## src/rtl/numa_rx_parser.sv

```systemverilog
// numa_rx_parser: strips preamble, filters Ethernet/IPv4/UDP remote-memory-write frames and
// turns each accepted frame into a {sof,eof,data16} write-request stream for the PCIe master.
module numa_rx_parser #(
    parameter logic [15:0] UDP_PORT = 16'h0D5E,
    parameter int unsigned MAX_DW   = 32
) (
    input  logic        pcie_clk,
    input  logic        sys_rst_n,
    input  logic [47:0] if_macaddr,
    input  logic [47:0] mem0_paddr,
    input  logic [8:0]  phy_dout,
    input  logic        phy_empty,
    output logic        phy_rd_en,
    output logic [17:0] mst_din,
    input  logic        mst_full,
    output logic        mst_wr_en,
    output logic [15:0] rx_frames,
    output logic [15:0] drop_frames
);
    localparam int unsigned BC_W      = 6;
    localparam int unsigned LEN_W     = $clog2(MAX_DW + 1);
    localparam int unsigned WC_W      = LEN_W + 1;
    localparam int unsigned HDR_LAST  = 41;
    localparam int unsigned PHDR_LAST = 5;

    typedef enum logic [3:0] {
        S_IDLE, S_PRE, S_HDR, S_PHDR, S_EMIT, S_DATA, S_PAD, S_TAIL, S_DRAIN
    } state_t;

    state_t            state, state_n;
    logic [BC_W-1:0]   bc, bc_n;
    logic              run;
    logic              vbyte;
    logic              hold_v, hold_v_n;
    logic [8:0]        hold_d, hold_d_n;
    logic              pend_v, pend_v_n;
    logic [17:0]       pend_d, pend_d_n;
    logic              da_uc, da_uc_n, da_bc, da_bc_n;
    logic [39:0]       sr, sr_n;
    logic [31:0]       addr, addr_n;
    logic [LEN_W-1:0]  len, len_n;
    logic [WC_W-1:0]   wc, wc_n;
    logic              phase, phase_n;
    logic [7:0]        hi, hi_n;
    logic [1:0]        ei, ei_n;
    logic [15:0]       rx_n, drop_n;

    logic [8:0]        cur;
    logic              avail, ready, consume, slot_free, wc_last;
    logic [7:0]        mac_byte;
    logic              da_uc_c, da_bc_c, hdr_bad;
    logic [15:0]       len16;
    logic [31:0]       off;
    logic              unused_paddr_hi;

    // Pending byte comes from the skid register first, otherwise straight off the FIFO Q.
    assign cur       = hold_v ? hold_d : phy_dout;
    assign avail     = hold_v || vbyte;
    assign slot_free = !pend_v || !mst_full;
    assign wc_last   = (WC_W'(wc + 1'b1) == {len, 1'b0});
    assign len16     = sr[39:24];
    assign off       = {sr[23:0], cur[7:0]};
    assign mst_din   = pend_d;
    assign mst_wr_en = pend_v && !mst_full;
    assign unused_paddr_hi = ^mem0_paddr[47:32];

    always_comb begin
        case (bc[2:0])
            3'd0:    mac_byte = if_macaddr[47:40];
            3'd1:    mac_byte = if_macaddr[39:32];
            3'd2:    mac_byte = if_macaddr[31:24];
            3'd3:    mac_byte = if_macaddr[23:16];
            3'd4:    mac_byte = if_macaddr[15:8];
            3'd5:    mac_byte = if_macaddr[7:0];
            default: mac_byte = 8'h00;
        endcase
        da_uc_c = da_uc && (cur[7:0] == mac_byte);
        da_bc_c = da_bc && (cur[7:0] == 8'hFF);
        case (bc)
            6'd5:    hdr_bad = !(da_uc_c || da_bc_c);
            6'd12:   hdr_bad = (cur[7:0] != 8'h08);
            6'd13:   hdr_bad = (cur[7:0] != 8'h00);
            6'd14:   hdr_bad = (cur[7:0] != 8'h45);
            6'd23:   hdr_bad = (cur[7:0] != 8'h11);
            6'd36:   hdr_bad = (cur[7:0] != UDP_PORT[15:8]);
            6'd37:   hdr_bad = (cur[7:0] != UDP_PORT[7:0]);
            default: hdr_bad = 1'b0;
        endcase
    end

    // Next-state, datapath and input flow control.
    always_comb begin
        state_n  = state;
        bc_n     = bc;
        pend_v_n = pend_v && mst_full;
        pend_d_n = pend_d;
        da_uc_n  = da_uc;
        da_bc_n  = da_bc;
        sr_n     = sr;
        addr_n   = addr;
        len_n    = len;
        wc_n     = wc;
        phase_n  = phase;
        hi_n     = hi;
        ei_n     = ei;
        rx_n     = rx_frames;
        drop_n   = drop_frames;

        case (state)
            S_EMIT, S_PAD: ready = 1'b0;
            S_DATA:        ready = !cur[8] || !phase || slot_free;
            default:       ready = 1'b1;
        endcase
        consume  = avail && ready;
        hold_v_n = avail && !consume;
        hold_d_n = hold_v_n ? cur : hold_d;

        case (state)
            S_IDLE: if (consume && cur[8]) begin
                if (cur[7:0] == 8'hD5) begin
                    state_n = S_HDR;
                    bc_n    = '0;
                    da_uc_n = 1'b1;
                    da_bc_n = 1'b1;
                end else begin
                    state_n = S_PRE;
                end
            end
            S_PRE: if (consume) begin
                if (!cur[8]) begin
                    state_n = S_IDLE;
                end else if (cur[7:0] == 8'hD5) begin
                    state_n = S_HDR;
                    bc_n    = '0;
                    da_uc_n = 1'b1;
                    da_bc_n = 1'b1;
                end
            end
            S_HDR: if (consume) begin
                da_uc_n = da_uc_c;
                da_bc_n = da_bc_c;
                if (!cur[8]) begin
                    state_n = S_IDLE;
                    drop_n  = drop_frames + 16'd1;
                end else if (hdr_bad) begin
                    state_n = S_DRAIN;
                    drop_n  = drop_frames + 16'd1;
                end else if (bc == BC_W'(HDR_LAST)) begin
                    state_n = S_PHDR;
                    bc_n    = '0;
                end else begin
                    bc_n = BC_W'(bc + 1'b1);
                end
            end
            S_PHDR: if (consume) begin
                if (!cur[8]) begin
                    state_n = S_IDLE;
                    drop_n  = drop_frames + 16'd1;
                end else if (bc == BC_W'(PHDR_LAST)) begin
                    if (len16 == 16'd0 || len16 > 16'(MAX_DW) || off[1:0] != 2'b00) begin
                        state_n = S_DRAIN;
                        drop_n  = drop_frames + 16'd1;
                    end else begin
                        state_n = S_EMIT;
                        addr_n  = mem0_paddr[31:0] + off;
                        len_n   = LEN_W'(len16);
                        ei_n    = 2'd0;
                    end
                end else begin
                    sr_n = {sr[31:0], cur[7:0]};
                    bc_n = BC_W'(bc + 1'b1);
                end
            end
            S_EMIT: if (slot_free) begin
                pend_v_n = 1'b1;
                case (ei)
                    2'd0:    pend_d_n = {2'b10, addr[31:16]};
                    2'd1:    pend_d_n = {2'b00, addr[15:0]};
                    default: pend_d_n = {2'b00, 6'b0, 10'(len)};
                endcase
                if (ei == 2'd2) begin
                    state_n = S_DATA;
                    wc_n    = '0;
                    phase_n = 1'b0;
                    hi_n    = 8'h00;
                end else begin
                    ei_n = 2'(ei + 1'b1);
                end
            end
            S_DATA: if (consume) begin
                if (!cur[8]) begin
                    // A cut mid-word keeps the high byte; PAD emits it with a zero low byte.
                    state_n = S_PAD;
                    if (!phase) hi_n = 8'h00;
                end else if (!phase) begin
                    hi_n    = cur[7:0];
                    phase_n = 1'b1;
                end else begin
                    pend_v_n = 1'b1;
                    pend_d_n = {1'b0, wc_last, hi, cur[7:0]};
                    phase_n  = 1'b0;
                    wc_n     = WC_W'(wc + 1'b1);
                    if (wc_last) begin
                        state_n = S_TAIL;
                        rx_n    = rx_frames + 16'd1;
                    end
                end
            end
            S_PAD: if (slot_free) begin
                pend_v_n = 1'b1;
                pend_d_n = {1'b0, wc_last, hi, 8'h00};
                hi_n     = 8'h00;
                wc_n     = WC_W'(wc + 1'b1);
                if (wc_last) begin
                    state_n = S_IDLE;
                    drop_n  = drop_frames + 16'd1;
                end
            end
            S_TAIL, S_DRAIN: if (consume && !cur[8]) state_n = S_IDLE;
            default: state_n = S_IDLE;
        endcase

        // Only fetch when the skid register is guaranteed free for the returning byte.
        phy_rd_en = run && !phy_empty && !(mst_full && pend_v) &&
                    (state != S_EMIT) && (state != S_PAD) && !hold_v_n;
    end

    always_ff @(posedge pcie_clk or negedge sys_rst_n) begin
        if (!sys_rst_n) begin
            state       <= S_IDLE;
            bc          <= '0;
            run         <= 1'b0;
            vbyte       <= 1'b0;
            hold_v      <= 1'b0;
            hold_d      <= '0;
            pend_v      <= 1'b0;
            pend_d      <= '0;
            da_uc       <= 1'b0;
            da_bc       <= 1'b0;
            sr          <= '0;
            addr        <= '0;
            len         <= '0;
            wc          <= '0;
            phase       <= 1'b0;
            hi          <= '0;
            ei          <= '0;
            rx_frames   <= '0;
            drop_frames <= '0;
        end else begin
            state       <= state_n;
            bc          <= bc_n;
            run         <= 1'b1;
            vbyte       <= phy_rd_en;
            hold_v      <= hold_v_n;
            hold_d      <= hold_d_n;
            pend_v      <= pend_v_n;
            pend_d      <= pend_d_n;
            da_uc       <= da_uc_n;
            da_bc       <= da_bc_n;
            sr          <= sr_n;
            addr        <= addr_n;
            len         <= len_n;
            wc          <= wc_n;
            phase       <= phase_n;
            hi          <= hi_n;
            ei          <= ei_n;
            rx_frames   <= rx_n;
            drop_frames <= drop_n;
        end
    end
endmodule

```

## config.mk

```make
export PLATFORM = sky130hd
export DESIGN_NAME = numa_rx_parser
export DESIGN_NICKNAME = d
export VERILOG_FILES = /design/src/rtl/numa_rx_parser.sv
export SDC_FILE = /design/constraint.sdc
export NUM_CORES = 1
export LEC_CHECK = 0
export ABC_AREA = 1
export BUFFER_PORTS_ARGS = -buffer_cell sky130_fd_sc_hd__buf_4
export CAP_MARGIN = 10
export CORE_ASPECT_RATIO = 0.9
export CORE_MARGIN = 1.5
export CORE_UTILIZATION = 35
export CTS_CLUSTER_DIAMETER = 40
export DETAILED_ROUTE_END_ITERATION = 8
export GPL_ROUTABILITY_DRIVEN = 0
export GPL_TIMING_DRIVEN = 0
export PLACE_DENSITY_LB_ADDON = 0.25
export SYNTH_ARGS = -nofsm -noshare
export SYNTH_HDL_FRONTEND = slang
export SYNTH_SLANG_ARGS = --single-unit
```

## constraint.sdc

```tcl
create_clock -name pcie_clk -period 5.4 [get_ports pcie_clk]
set_input_delay 0.27 -clock pcie_clk [delete_from_list [all_inputs] [get_ports pcie_clk]]
set_output_delay 0.27 -clock pcie_clk [all_outputs]
set_load 0.02 [all_outputs]
```

==> Flow_metrics.wiki, run 1 <==
{| class="wikitable"
! Metric !! Value
|-
| Max-cap violation count || 0
|-
| Category of the worst setup path capture point || flip-flop
|-
| Die width || roughly 190 um
|-
| CTS clk-pin slew, worst paths || 0.08 ns
|-
| Global routing's busiest layer || met1
|-
| Post-CTS resize count || 0
|-
| Placed standard-cell area || around 0.013 mm^2
|-
| Wire length after detailed routing || 34.03 mm
|-
| Hold Slack || 0.1272 ns
|-
| Initial detailed-routing violation count || around 810
|-
| Register-to-register setup slack || 1.87 ns
|-
| Number of buffers inserted by port buffering || 144
|-
| Maximum operating frequency || ~0.28 GHz
|-
| Pin count of the biggest net entering global routing || 99
|-
| Full die area || around 0.033 mm^2
|-
| Power density relative to cell area || roughly 370 mW/mm^2
|-
| Unrepaired setup endpoints after global routing || false
|-
| Met3 Resource Use GR || approximately 3.4%
|-
| Destination of the worst hold path || vbyte$_DFF_PN0_
|-
| Post-Layout Inst Area || between 0.01 and 0.015 mm^2
|-
| Post-synth ARST share || 100.0%
|-
| Signed area change from the synthesized netlist to the final layout || 20.20%
|-
| Number of buffers inserted during clock tree synthesis || 17
|-
| Worst-Margin Slew || 0.7734 ns
|-
| Kind of cell adding the most delay to the critical path || compound AO/OA/AOI/OAI gates
|-
| Post-route ant nets || 0
|-
| Startpoint of the lowest-slack hold path || phy_empty
|-
| WHS Path Cells || 3
|-
| Number of cells on the worst reg-to-reg path || 12
|-
| Initial standard-cell utilization of the core || between 30% and 40%
|-
| Number of H-tree levels || 4
|-
| Final net count || 1844
|-
| Global route total overflow || 0
|-
| Hold violation count in the final report || 0
|-
| Number of pins with negative max-slew slack in the final report || 0
|-
| CP peak stage delay || around 0.51 ns
|-
| Post-route DRC || 0
|-
| Fraction of layout cells with a size suffix above 1 || 14.67%
|-
| Endpoints failing setup || 0
|-
| Critical register-to-register path endpoint || addr[22]$_DFFE_PN0P_
|-
| Clock tree from TritonCTS || yes
|-
| Met1 Resource Use GR || 31.98%
|-
| Detailed-routing iteration count for the pre-antenna-repair pass || 5
|-
| Leakage power || 6.772 nW
|-
| Top fanout value on the critical path || 10
|-
| Via count of the routed design || about 11000
|-
| Average instance area after synthesis || 7.265 um^2
|-
| Remaining max-slew budget at the tightest pin || 48.44%
|-
| Worst reg2reg path startpoint || hold_v$_DFF_PN0_
|-
| Wire length of the first global-routing pass || ~54 mm
|-
| Slowest cell on the critical path || sky130_fd_sc_hd__o21ai_1
|-
| Clock sink total || around 170
|-
| Run status || finished, final reports clean
|-
| Vias in the first global route || between 9000 and 10000
|-
| Combined area of the multi-input logic cells || 0.005914 mm^2
|-
| Count of flip-flops with a built-in enable after synthesis || 0
|-
| Synth warn || 0
|-
| Clock root buffer master || sky130_fd_sc_hd__clkbuf_16
|-
| Launching element type of the critical path || flip-flop
|-
| Site Rows || 61
|-
| Register area share after synthesis || 38.60%
|-
| Filler-free cell count of the finished design || 2113
|-
| Portion of the clock cycle consumed by the worst path in the final layout || 65.40%
|-
| Final setup TNS || 0 ns
|-
| Buffers & Inverters on Critical Path || 2
|-
| Dpl hpwl || 26.69 mm
|-
| Num ports || 161
|-
| Count of cell types in the netlist || 59
|-
| Antenna Cells || 0
|-
| Gr usage total || about a fifth
|-
| Crit-path most repeated cell || sky130_fd_sc_hd__o21ai_1
|-
| Clock latency at the later pin of the worst-skew pair || ~0.44 ns
|-
| Classification of the worst setup path || flip-flop to flip-flop
|-
| Maximum buffer depth of the clock tree || 2
|-
| CP cell instances || buf_6 > o21ai_1 > inv_2 > ha_1 > nand2_1 > o21ai_1 > a21boi_0 > o21ai_1 > a21boi_0 > o21ai_1 > xnor2_1 > o21ai_1
|-
| Average vias per placed instance || 5.034
|-
| Setup skew after layout || 0.01456 ns
|-
| Footprint of the flip-flops and latches || about 0.0043 mm^2
|-
| Largest vdd supply drop || about 0.25 mV
|-
| FF+latch count, synth || 171
|-
| Post-synthesis instance area || 0.01109 mm^2
|-
| Post-synth top flop || sky130_fd_sc_hd__dfrtp_1
|-
| Height of the die || 171.8 um
|-
| Data arrival at the endpoint of the critical path || 3.86 ns
|-
| Quantity of hold-fixing buffers added after cts || 1
|-
| Hold WC Path Type || input pin to flip-flop
|-
| Core area || 0.03106 mm^2
|-
| Cell Count Post-Placement || ~2100
|-
| Detailed-route wire length per cell || between 15 and 20 um
|-
| Routing usage on met2 || 31.76%
|-
| Number of antenna violations at the first check in global routing || 0
|-
| Req. time, crit path || 5.73 ns
|-
| Clock period minus final worst setup slack || about 3.5 ns
|-
| Post-synthesis instance total || 1526
|-
| Post-CTS setup buffer count || 0
|-
| Mapped Nets || around 1700
|-
| Number of fill cells || about 3200
|}
==> logic make-up after synthesis <==
group	count (synthesis)	synth area share, %
adder cells (fa/ha/maj)	44	5.033
other	1	0.03382
XOR/XNOR	56	4.424
flip-flops	171	38.60
AND/OR/NAND/NOR	765	29.74
buffers and inverters	220	8.058
AO/OA/AOI/OAI	268	14.03
multiplexers	1	0.09029
==> cell type report <==
| class | instances | area share (%) |
|---|---|---|
| Clock inverter | 15 | 1.324 |
| Tap cell | 409 | 3.840 |
| Sequential cell | 171 | 32.11 |
| Multi-Input combinational cell | 1135 | 44.38 |
| Inverter | 182 | 5.201 |
| Buffer | 38 | 1.502 |
| Clock buffer | 17 | 3.192 |
| Timing Repair Buffer | 146 | 8.450 |
==> tightest hold or removal path, cell delays in order <==
cell,delay [ns]
sky130_fd_sc_hd__buf_4,0.09
sky130_fd_sc_hd__nand3b_1,0.09
sky130_fd_sc_hd__nor2_1,0.07
==> how the worst max path moves through the flow <==
stage | start | end | cells past startpoint
floorplan | hold_v$_DFF_PN0_ | addr[22]$_DFFE_PN0P_ | 14
global placement | hold_v$_DFF_PN0_ | addr[22]$_DFFE_PN0P_ | 12
detailed placement | hold_v$_DFF_PN0_ | addr[22]$_DFFE_PN0P_ | 12
CTS | hold_v$_DFF_PN0_ | addr[22]$_DFFE_PN0P_ | 12
global route | hold_v$_DFF_PN0_ | addr[22]$_DFFE_PN0P_ | 13
finish | hold_v$_DFF_PN0_ | addr[22]$_DFFE_PN0P_ | 12
==> per-layer routing <==
| metal | share of wire (%) | up-vias |
|---|---|---|
| met5 | 0 | - |
| met2 | 43 | 343 |
| met4 | 1.2 | 0 |
| li1 | - | 5314 |
| met1 | 50 | 4956 |
| met3 | 6.5 | 24 |
==> cells in the final DEF, fill, tap and decap left out, drive strengths merged, types with 5 or more instances in the layout <==
master	count
nand4	19
inv	192
o211ai	7
a21oi	78
nand3	115
clkbuf	34
a22oi	6
ha	43
o221ai	5
xnor2	20
or2	6
dfrtp	171
nor3	29
nand2	447
o21ai	133
nor2	136
a21o	6
nor4	5
buf	166
xor2	36
a21boi	5
o22ai	6
==> registers in the layout, indices dropped and copies added, names as in the netlist, 2 cells and up <==
name / cells
ei: 2
wc: 7
len: 6
drop_frames: 16
hold_d: 9
state: 4
mst_din: 18
hi: 8
addr: 32
bc: 6
rx_frames: 16
sr: 40
==> synthesized netlist by cell type, types with 2 or more instances <==
master                      count  area share [%]
sky130_fd_sc_hd__o21ai_4        4            0.59
sky130_fd_sc_hd__inv_1        170             5.8
sky130_fd_sc_hd__o21a_1         2            0.14
sky130_fd_sc_hd__o21ai_1        6            0.27
sky130_fd_sc_hd__ha_1          43             4.9
sky130_fd_sc_hd__o221ai_1       5            0.39
sky130_fd_sc_hd__nor2_4         4            0.41
sky130_fd_sc_hd__a22o_1         4            0.32
sky130_fd_sc_hd__nor4_1         5            0.28
sky130_fd_sc_hd__xor2_1        36             2.8
sky130_fd_sc_hd__o31ai_1        3            0.20
sky130_fd_sc_hd__buf_2         15            0.68
sky130_fd_sc_hd__nand3_1      111             5.0
sky130_fd_sc_hd__clkbuf_1      16            0.54
sky130_fd_sc_hd__dfrtp_1      171              39
sky130_fd_sc_hd__nor2_2         8            0.45
sky130_fd_sc_hd__nor3_1        27             1.2
sky130_fd_sc_hd__nor3_2         2            0.18
sky130_fd_sc_hd__o211ai_1       7            0.47
sky130_fd_sc_hd__o2111ai_1      2            0.16
sky130_fd_sc_hd__nand3b_1       3            0.20
sky130_fd_sc_hd__and3_1         2            0.11
sky130_fd_sc_hd__o21ai_0      122             5.5
sky130_fd_sc_hd__buf_6          4            0.41
sky130_fd_sc_hd__xnor2_1       20             1.6
sky130_fd_sc_hd__a21oi_1       77             3.5
sky130_fd_sc_hd__nand2_2        7            0.39
sky130_fd_sc_hd__nand2_1      439              15
sky130_fd_sc_hd__o22ai_1        6            0.34
sky130_fd_sc_hd__a22oi_1        6            0.41
sky130_fd_sc_hd__nor2_1       124             4.2
sky130_fd_sc_hd__a21o_1         6            0.41
sky130_fd_sc_hd__a31oi_1        3            0.17
sky130_fd_sc_hd__nand3_4        3            0.47
sky130_fd_sc_hd__buf_4          2            0.14
sky130_fd_sc_hd__nand4_1       18             1.0
sky130_fd_sc_hd__a211oi_1       3            0.20
sky130_fd_sc_hd__inv_2         10            0.34
sky130_fd_sc_hd__a21boi_0       5            0.34
sky130_fd_sc_hd__or2_2          6            0.34
==> through the flow <==
stage	power [mW]	utilization, %	setup WS, ns
floorplan	2.955	-	2.696
global placement	3.554	40.82	1.937
detailed placement	3.583	40.93	1.908
CTS	4.895	42.90	1.882
global route	5.239	42.90	1.713
finish	4.899	42.90	1.868
==> power by group <==
part / switching [mW] / leakage (nW) / total, mW / internal, mW
logic: 1.25 / 4.37 / 1.93 / 0.674
clock network: 0.597 / 0.296 / 1.30 / 0.702
registers: 0.209 / 2.11 / 1.67 / 1.47
total: 2.06 / 6.77 / 4.90 / 2.84
No activity file was read; power rests on OpenSTA's default activity.
==> run 2: changes to the inputs <==
clock period = 2.92 ns   (was 5.4 ns; I/O delays follow)
==> Flow_metrics.wiki, run 2 (synthesis gave the netlist of run 1 again) <==
{| class="wikitable"
! Metric !! Value
|-
| Most common library cell in the layout ignoring fill and taps || sky130_fd_sc_hd__nand2_1
|-
| Detailed-routing iteration count for the pre-antenna-repair pass || 8
|-
| Die width || roughly 190 um
|-
| Gr usage total || 21.37%
|-
| Portion of the clock cycle consumed by the worst path in the final layout || between 90 and 100%
|-
| Power density relative to cell area || a little under 700 mW/mm^2
|-
| Pin count of the biggest net entering global routing || 99
|-
| Category of the worst setup path capture point || flip-flop
|-
| Switching Share || 41.97%
|-
| Antenna Cells || 0
|-
| Height of the die || 171.8 um
|-
| Signed area change from the synthesized netlist to the final layout || 23.02%
|-
| Endpoints failing setup || 0
|-
| Number of flip-flops under the largest register name || 40
|-
| Clock tree from TritonCTS || yes
|-
| Dpl hpwl || between 20 and 30 mm
|-
| Register share of total power || about a third
|-
| Critical register-to-register path endpoint || addr[27]$_DFFE_PN0P_
|-
| CP Launch Point || hold_v$_DFF_PN0_
|-
| Leakage power || 6.908 nW
|-
| Final net count || between 1500 and 2000
|-
| Fraction of layout cells with a size suffix above 1 || 16.86%
|-
| Sw power || between 3 and 4 mW
|-
| Total power || 9.205 mW
|-
| Site Rows || 61
|-
| Final core utilization || 43.91%
|-
| Data arrival at the endpoint of the critical path || 3.10 ns
|-
| Destination of the worst hold path || pend_v$_DFF_PN0_
|-
| Register with the most flip-flops || sr
|-
| Proportion of power drawn by combinational gates || 40.3%
|-
| Number of pins with negative max-slew slack in the final report || 0
|-
| Max-cap violation count || 0
|-
| Clock period minus final worst setup slack || about 2.8 ns
|-
| Number of antenna violations at the first check in global routing || 0
|-
| Maximum operating frequency || 0.3620 GHz
|-
| Worst reg2reg path startpoint || hold_v$_DFF_PN0_
|-
| Vias in the first global route || roughly 10000
|-
| WHS Path Cells || 3
|-
| Post-route DRC || 0
|-
| Top fanout value on the critical path || 10
|-
| Launching element type of the critical path || flip-flop
|-
| Largest vdd supply drop || 0.4626 mV
|-
| Setup skew after layout || 0.01482 ns
|-
| Hold Slack || 0.008560 ns
|-
| Hold WC Path Type || input pin to flip-flop
|-
| Classification of the worst setup path || flip-flop to flip-flop
|-
| Commonest cells after routing, fill and taps aside || sky130_fd_sc_hd__nand2_1 (438), sky130_fd_sc_hd__dfrtp_1 (171), sky130_fd_sc_hd__inv_1 (169)
|-
| Core area || slightly above 0.03 mm^2
|-
| Average vias per placed instance || 5.024
|-
| Final setup TNS || 0 ns
|-
| Req. time, crit path || 3.25 ns
|-
| Full die area || 0.03275 mm^2
|-
| Run status || finished, final reports clean
|-
| Number of cells on the worst reg-to-reg path || 14
|-
| Number of fill cells || 3230
|-
| Worst-Margin Slew || between 0.7 and 0.8 ns
|-
| Number of H-tree levels || 4
|-
| Num ports || 161
|-
| Clock sink total || 171
|-
| Hold violation count in the final report || 0
|-
| Initial detailed-routing violation count || 846
|-
| Maximum buffer depth of the clock tree || 2
|-
| Internal Dissipation || 5.342 mW
|-
| Post-route ant nets || 0
|-
| Remaining max-slew budget at the tightest pin || approximately 49%
|-
| Clock latency at the later pin of the worst-skew pair || 0.45 ns
|-
| Wire length after detailed routing || approximately 35 mm
|-
| CTS clk-pin slew, worst paths || 0.08 ns
|-
| Initial standard-cell utilization of the core || 35.69%
|-
| Wire length of the first global-routing pass || 54.38 mm
|-
| Via count of the routed design || between 10000 and 15000
|-
| Startpoint of the lowest-slack hold path || mst_full
|-
| Detailed-route wire length per cell || 16.18 um
|-
| Number of buffers inserted by port buffering || 144
|-
| Part of the total power dissipated in the clock network || 26.1%
|-
| Clock root buffer master || sky130_fd_sc_hd__clkbuf_16
|-
| Global route total overflow || 0
|-
| Number of buffers inserted during clock tree synthesis || 17
|-
| Register-to-register setup slack || roughly 0.16 ns
|}
run 2: cell count changes in the layout (fill, tap and decap cells not counted), moves of 3 or more:
cell	delta
sky130_fd_sc_hd__o21ai_1	-3
sky130_fd_sc_hd__o21ai_4	+3
sky130_fd_sc_hd__buf_4	+21
sky130_fd_sc_hd__ha_1	-3
sky130_fd_sc_hd__a21boi_0	-3
sky130_fd_sc_hd__a21oi_1	-3
run 2: how the worst max path moves through the flow:
stage | slack (ns) | cells after the start | endpoint
after CTS | 0.004 | 16 | addr[26]$_DFFE_PN0P_
final | 0.16 | 14 | addr[27]$_DFFE_PN0P_
after detailed placement | -0.57 | 12 | addr[22]$_DFFE_PN0P_
after global routing | -0.01 | 22 | bc[5]$_DFFE_PN0P_
after global placement | -0.54 | 12 | addr[22]$_DFFE_PN0P_
after floorplan | 0.22 | 14 | addr[22]$_DFFE_PN0P_
run 2: what timing repair did:
| item | CTS | global route |
|---|---|---|
| setup buffers | 2 | 19 |
| gates resized for setup | 9 | 26 |
| pin swaps | 1 | 9 |
| hold buffers | 2 | 0 |
| hold endpoints to repair | 98 | 0 |
| gates cloned | 0 | 1 |
| endpoints found under the setup margin | 13 | 40 |
run 2: worst max-delay path, stage by stage (launching register included):
cell and delay (ns):
sky130_fd_sc_hd__dfrtp_1 0.39, sky130_fd_sc_hd__buf_8 0.16, sky130_fd_sc_hd__o21ai_4 0.27, sky130_fd_sc_hd__inv_2 0.19, sky130_fd_sc_hd__ha_1 0.38, sky130_fd_sc_hd__nand2_1 0.09
sky130_fd_sc_hd__inv_1 0.07, sky130_fd_sc_hd__nand3_1 0.09, sky130_fd_sc_hd__nand2_1 0.12, sky130_fd_sc_hd__nand3_1 0.11, sky130_fd_sc_hd__nand3_1 0.10, sky130_fd_sc_hd__a21o_1 0.21
sky130_fd_sc_hd__or2_2 0.27, sky130_fd_sc_hd__nand3_1 0.10, sky130_fd_sc_hd__o21ai_0 0.09
run 2: layout make-up:
type | instances | area (um^2) | share of cell area (%)
multi-input cells | 1136 | 6052 | 44.37
flip-flops and latches | 171 | 4279 | 31.37
repair buffers | 168 | 1291 | 9.467
inverters | 182 | 696.9 | 5.110
well taps | 409 | 511.7 | 3.752
clock buffers | 17 | 425.4 | 3.119
plain buffers | 37 | 206.4 | 1.514
clock inverters | 15 | 176.4 | 1.293
run 2: per-layer routing:
layer / global-route usage (%) / vias up / part of all wire, %
li1: - / 5361 / -
met1: 32.09 / 4988 / 50
met2: 31.91 / 345 / 42
met3: 3.714 / 32 / 6.6
met4: 4.211 / 0 / 1.3
met5: 0 / - / 0
run 2: power groups by stage:
stage / registers (mW) / logic [mW] / clock network (mW)
finish: 3.09 / 3.71 / 2.40
global route: 3.14 / 4.16 / 2.53
CTS: 3.09 / 3.53 / 2.45
detailed placement: 3.14 / 3.49 / 0
global placement: 3.12 / 3.45 / 0
floorplan: 2.99 / 2.47 / 0
run 2: through the flow:
| step | area, um^2 | cells | setup WS, ns |
|---|---|---|---|
| floorplan | 11090 | 1526 | 0.2160 |
| global placement | 12680 | 2079 | -0.5427 |
| detailed placement | 12710 | 2080 | -0.5716 |
| CTS | 13390 | 2116 | 0.004479 |
| global route | 13640 | 2135 | -0.01463 |
| finish | 13640 | 2135 | 0.1579 |
==> run 3: changes to the inputs <==
==> constraint.sdc (replaced) <==
create_clock -name pcie_clk -period 2.92 [get_ports pcie_clk]
set_input_delay 0.584 -clock pcie_clk [delete_from_list [all_inputs] [get_ports pcie_clk]]
set_output_delay 0.584 -clock pcie_clk [all_outputs]
set_load 0.02 [all_outputs]
==> Flow_metrics.wiki, run 3 (synthesis gave the netlist of run 1 again) <==
{| class="wikitable"
! Metric !! Value
|-
| Run status || finished, final reports clean
|-
| Detailed-route wire length per cell || 16.18 um
|-
| Worst Slack Setup Final || approximately 0.17 ns
|-
| Average vias per placed instance || between 5 and 6
|-
| Full die area || ~0.033 mm^2
|-
| Fraction of layout cells with a size suffix above 1 || 16.88%
|-
| Remaining max-slew budget at the tightest pin || between 40% and 50%
|-
| CP peak stage delay || 0.38 ns
|-
| Initial detailed-routing violation count || ~950
|-
| Slowest cell on the critical path || sky130_fd_sc_hd__dfrtp_1
|-
| Endpoints failing setup || 0
|-
| Quantity of hold-fixing buffers added after cts || 0
|-
| Initial standard-cell utilization of the core || 35.69%
|-
| Largest vdd supply drop || 0.4630 mV
|-
| Number of antenna violations at the first check in global routing || 0
|-
| Filler-free cell count of the finished design || 2134
|-
| Register share of total power || 33.6%
|-
| Wire length of the first global-routing pass || 54.38 mm
|-
| Switching Share || 41.89%
|-
| Clock sink total || 171
|-
| Number of buffers inserted by port buffering || 144
|-
| Kind of cell adding the most delay to the critical path || simple AND/OR/NAND/NOR gates
|-
| Number of buffers inserted during clock tree synthesis || 17
|-
| Clock root buffer master || sky130_fd_sc_hd__clkbuf_16
|-
| Buffers & Inverters on Critical Path || 3
|-
| Gr usage total || 21.37%
|-
| Classification of the worst setup path || flip-flop to flip-flop
|-
| Vias in the first global route || 9968
|-
| Worst-Margin Slew || between 0.7 and 0.8 ns
|-
| Req. time, crit path || 3.25 ns
|-
| Pin count of the biggest net entering global routing || 99
|-
| Detailed-routing iteration count for the pre-antenna-repair pass || 7
|-
| Clock latency at the later pin of the worst-skew pair || ~0.45 ns
|-
| Hold violation count in the final report || 0
|-
| Portion of the clock cycle consumed by the worst path in the final layout || 94.29%
|-
| Critical register-to-register path endpoint || addr[27]$_DFFE_PN0P_
|-
| Max-cap violation count || 0
|-
| Setup skew after layout || 0.01501 ns
|-
| Data arrival at the endpoint of the critical path || 3.09 ns
|-
| Total power || 9.190 mW
|-
| Power density relative to cell area || 674.6 mW/mm^2
|-
| Clock period minus final worst setup slack || 2.753 ns
|-
| Site Rows || between 60 and 70
|-
| Proportion of power drawn by combinational gates || 40.2%
|-
| Top fanout value on the critical path || 10
|-
| Number of flip-flops under the largest register name || 40
|-
| Maximum operating frequency || 0.3632 GHz
|-
| Setup slack after placement || -0.7273 ns
|-
| CTS clk-pin slew, worst paths || 0.08 ns
|-
| Signed area change from the synthesized netlist to the final layout || 22.86%
|-
| Global route total overflow || 0
|-
| Dpl hpwl || 26.69 mm
|-
| Hold WC Path Type || input pin to asynchronous set/reset pin
|-
| Internal Dissipation || 5.340 mW
|-
| Final net count || 1864
|-
| Via count of the routed design || 10710
|-
| Most common library cell in the layout ignoring fill and taps || sky130_fd_sc_hd__nand2_1
|-
| Wire length after detailed routing || 34.52 mm
|-
| Num ports || 161
|-
| Leakage power || 6.900 nW
|-
| Post-route ant nets || 0
|-
| Number of fill cells || 3230
|-
| Part of the total power dissipated in the clock network || 26.2%
|-
| Number of cells on the worst reg-to-reg path || 14
|-
| Core area || 0.03106 mm^2
|-
| Cell Count Post-Placement || between 2000 and 2500
|-
| Maximum buffer depth of the clock tree || 2
|-
| Register-to-register setup slack || 0.17 ns
|-
| Crit-path most repeated cell || sky130_fd_sc_hd__nand3_1
|-
| Post-route DRC || 0
|-
| Die width || 190.6 um
|-
| Worst reg2reg path startpoint || hold_v$_DFF_PN0_
|-
| Register with the most flip-flops || sr
|-
| Clock tree from TritonCTS || yes
|-
| Height of the die || 171.8 um
|-
| Sw power || 3.850 mW
|-
| CP cell instances || buf_8 > o21ai_4 > inv_2 > ha_1 > nand2_1 > inv_1 > nand3_1 > nand2_1 > nand3_1 > nand3_1 > a21o_1 > or2_2 > nand3_1 > o21ai_0
|-
| Launching element type of the critical path || flip-flop
|-
| Number of pins with negative max-slew slack in the final report || 0
|-
| Category of the worst setup path capture point || flip-flop
|-
| Number of H-tree levels || 4
|-
| Commonest cells after routing, fill and taps aside || sky130_fd_sc_hd__nand2_1 (438), sky130_fd_sc_hd__dfrtp_1 (171), sky130_fd_sc_hd__inv_1 (169)
|}
-- run 3: worst max-delay path by stage --
stage,from,end,slack [ns],depth (start not counted)
5_1_grt,bc[1]$_DFFE_PN0P_,bc[5]$_DFFE_PN0P_,-0.01,22
3_5_place_dp,phy_dout[3],addr[22]$_DFFE_PN0P_,-0.73,12
6_report,hold_v$_DFF_PN0_,addr[27]$_DFFE_PN0P_,0.17,14
4_1_cts,hold_v$_DFF_PN0_,addr[26]$_DFFE_PN0P_,0.004,16
3_3_place_gp,phy_dout[3],addr[22]$_DFFE_PN0P_,-0.70,12
2_1_floorplan,hold_v$_DFF_PN0_,addr[22]$_DFFE_PN0P_,0.22,14
-- run 3: power by group through the flow --
| stage | Combinational (mW) | Sequential, mW | Clock, mW |
|---|---|---|---|
| after floorplan | 2.47 | 2.99 | 0 |
| after global placement | 3.45 | 3.12 | 0 |
| after detailed placement | 3.49 | 3.14 | 0 |
| after CTS | 3.52 | 3.09 | 2.45 |
| after global routing | 4.15 | 3.14 | 2.53 |
| final | 3.69 | 3.09 | 2.41 |
-- run 3: timing repair --
action,4_1_cts,5_1_grt
setup buffers,2,19
endpoints found under the setup margin,13,40
pin swaps,1,9
gates cloned,0,1
resized for setup,9,26
endpoints found under the hold margin,0,0
-- run 3: stage by stage --
| step | area (um^2) | utilization [%] | setup TNS (ns) | hold slack (ns) |
|---|---|---|---|---|
| after detailed placement | 12710 | 40.93 | -6.197 | 0.4680 |
| after CTS | 13370 | 43.05 | 0 | 0.2100 |
| after floorplan | 11090 | - | 0 | 0.2884 |
| final | 13620 | 43.85 | 0 | 0.1675 |
| after global routing | 13620 | 43.84 | -0.02308 | 0.2265 |
| after global placement | 12680 | 40.82 | -5.990 | 0.4574 |
-- run 3: metal layers --
layer	global-route usage, %	routed length (um)	vias to the layer above	part of all wire, %
met2	31.91	14660	346	42
met4	4.211	382	0	1.1
met1	32.07	17100	4973	50
met3	3.734	2371	27	6.9
li1	-	-	5363	-
met5	0	0	-	0
-- run 3: cell type report --
class	instances	area (um^2)	area share [%]
inverter	182	696.9	5.116
antenna	1	2.502	0.01837
sequential	171	4279	31.41
buffer	37	206.4	1.516
multi-input combinational	1136	6052	44.43
tap	409	511.7	3.757
timing repair buffer	166	1271	9.332
clock buffer	17	425.4	3.123
clock inverter	15	176.4	1.295
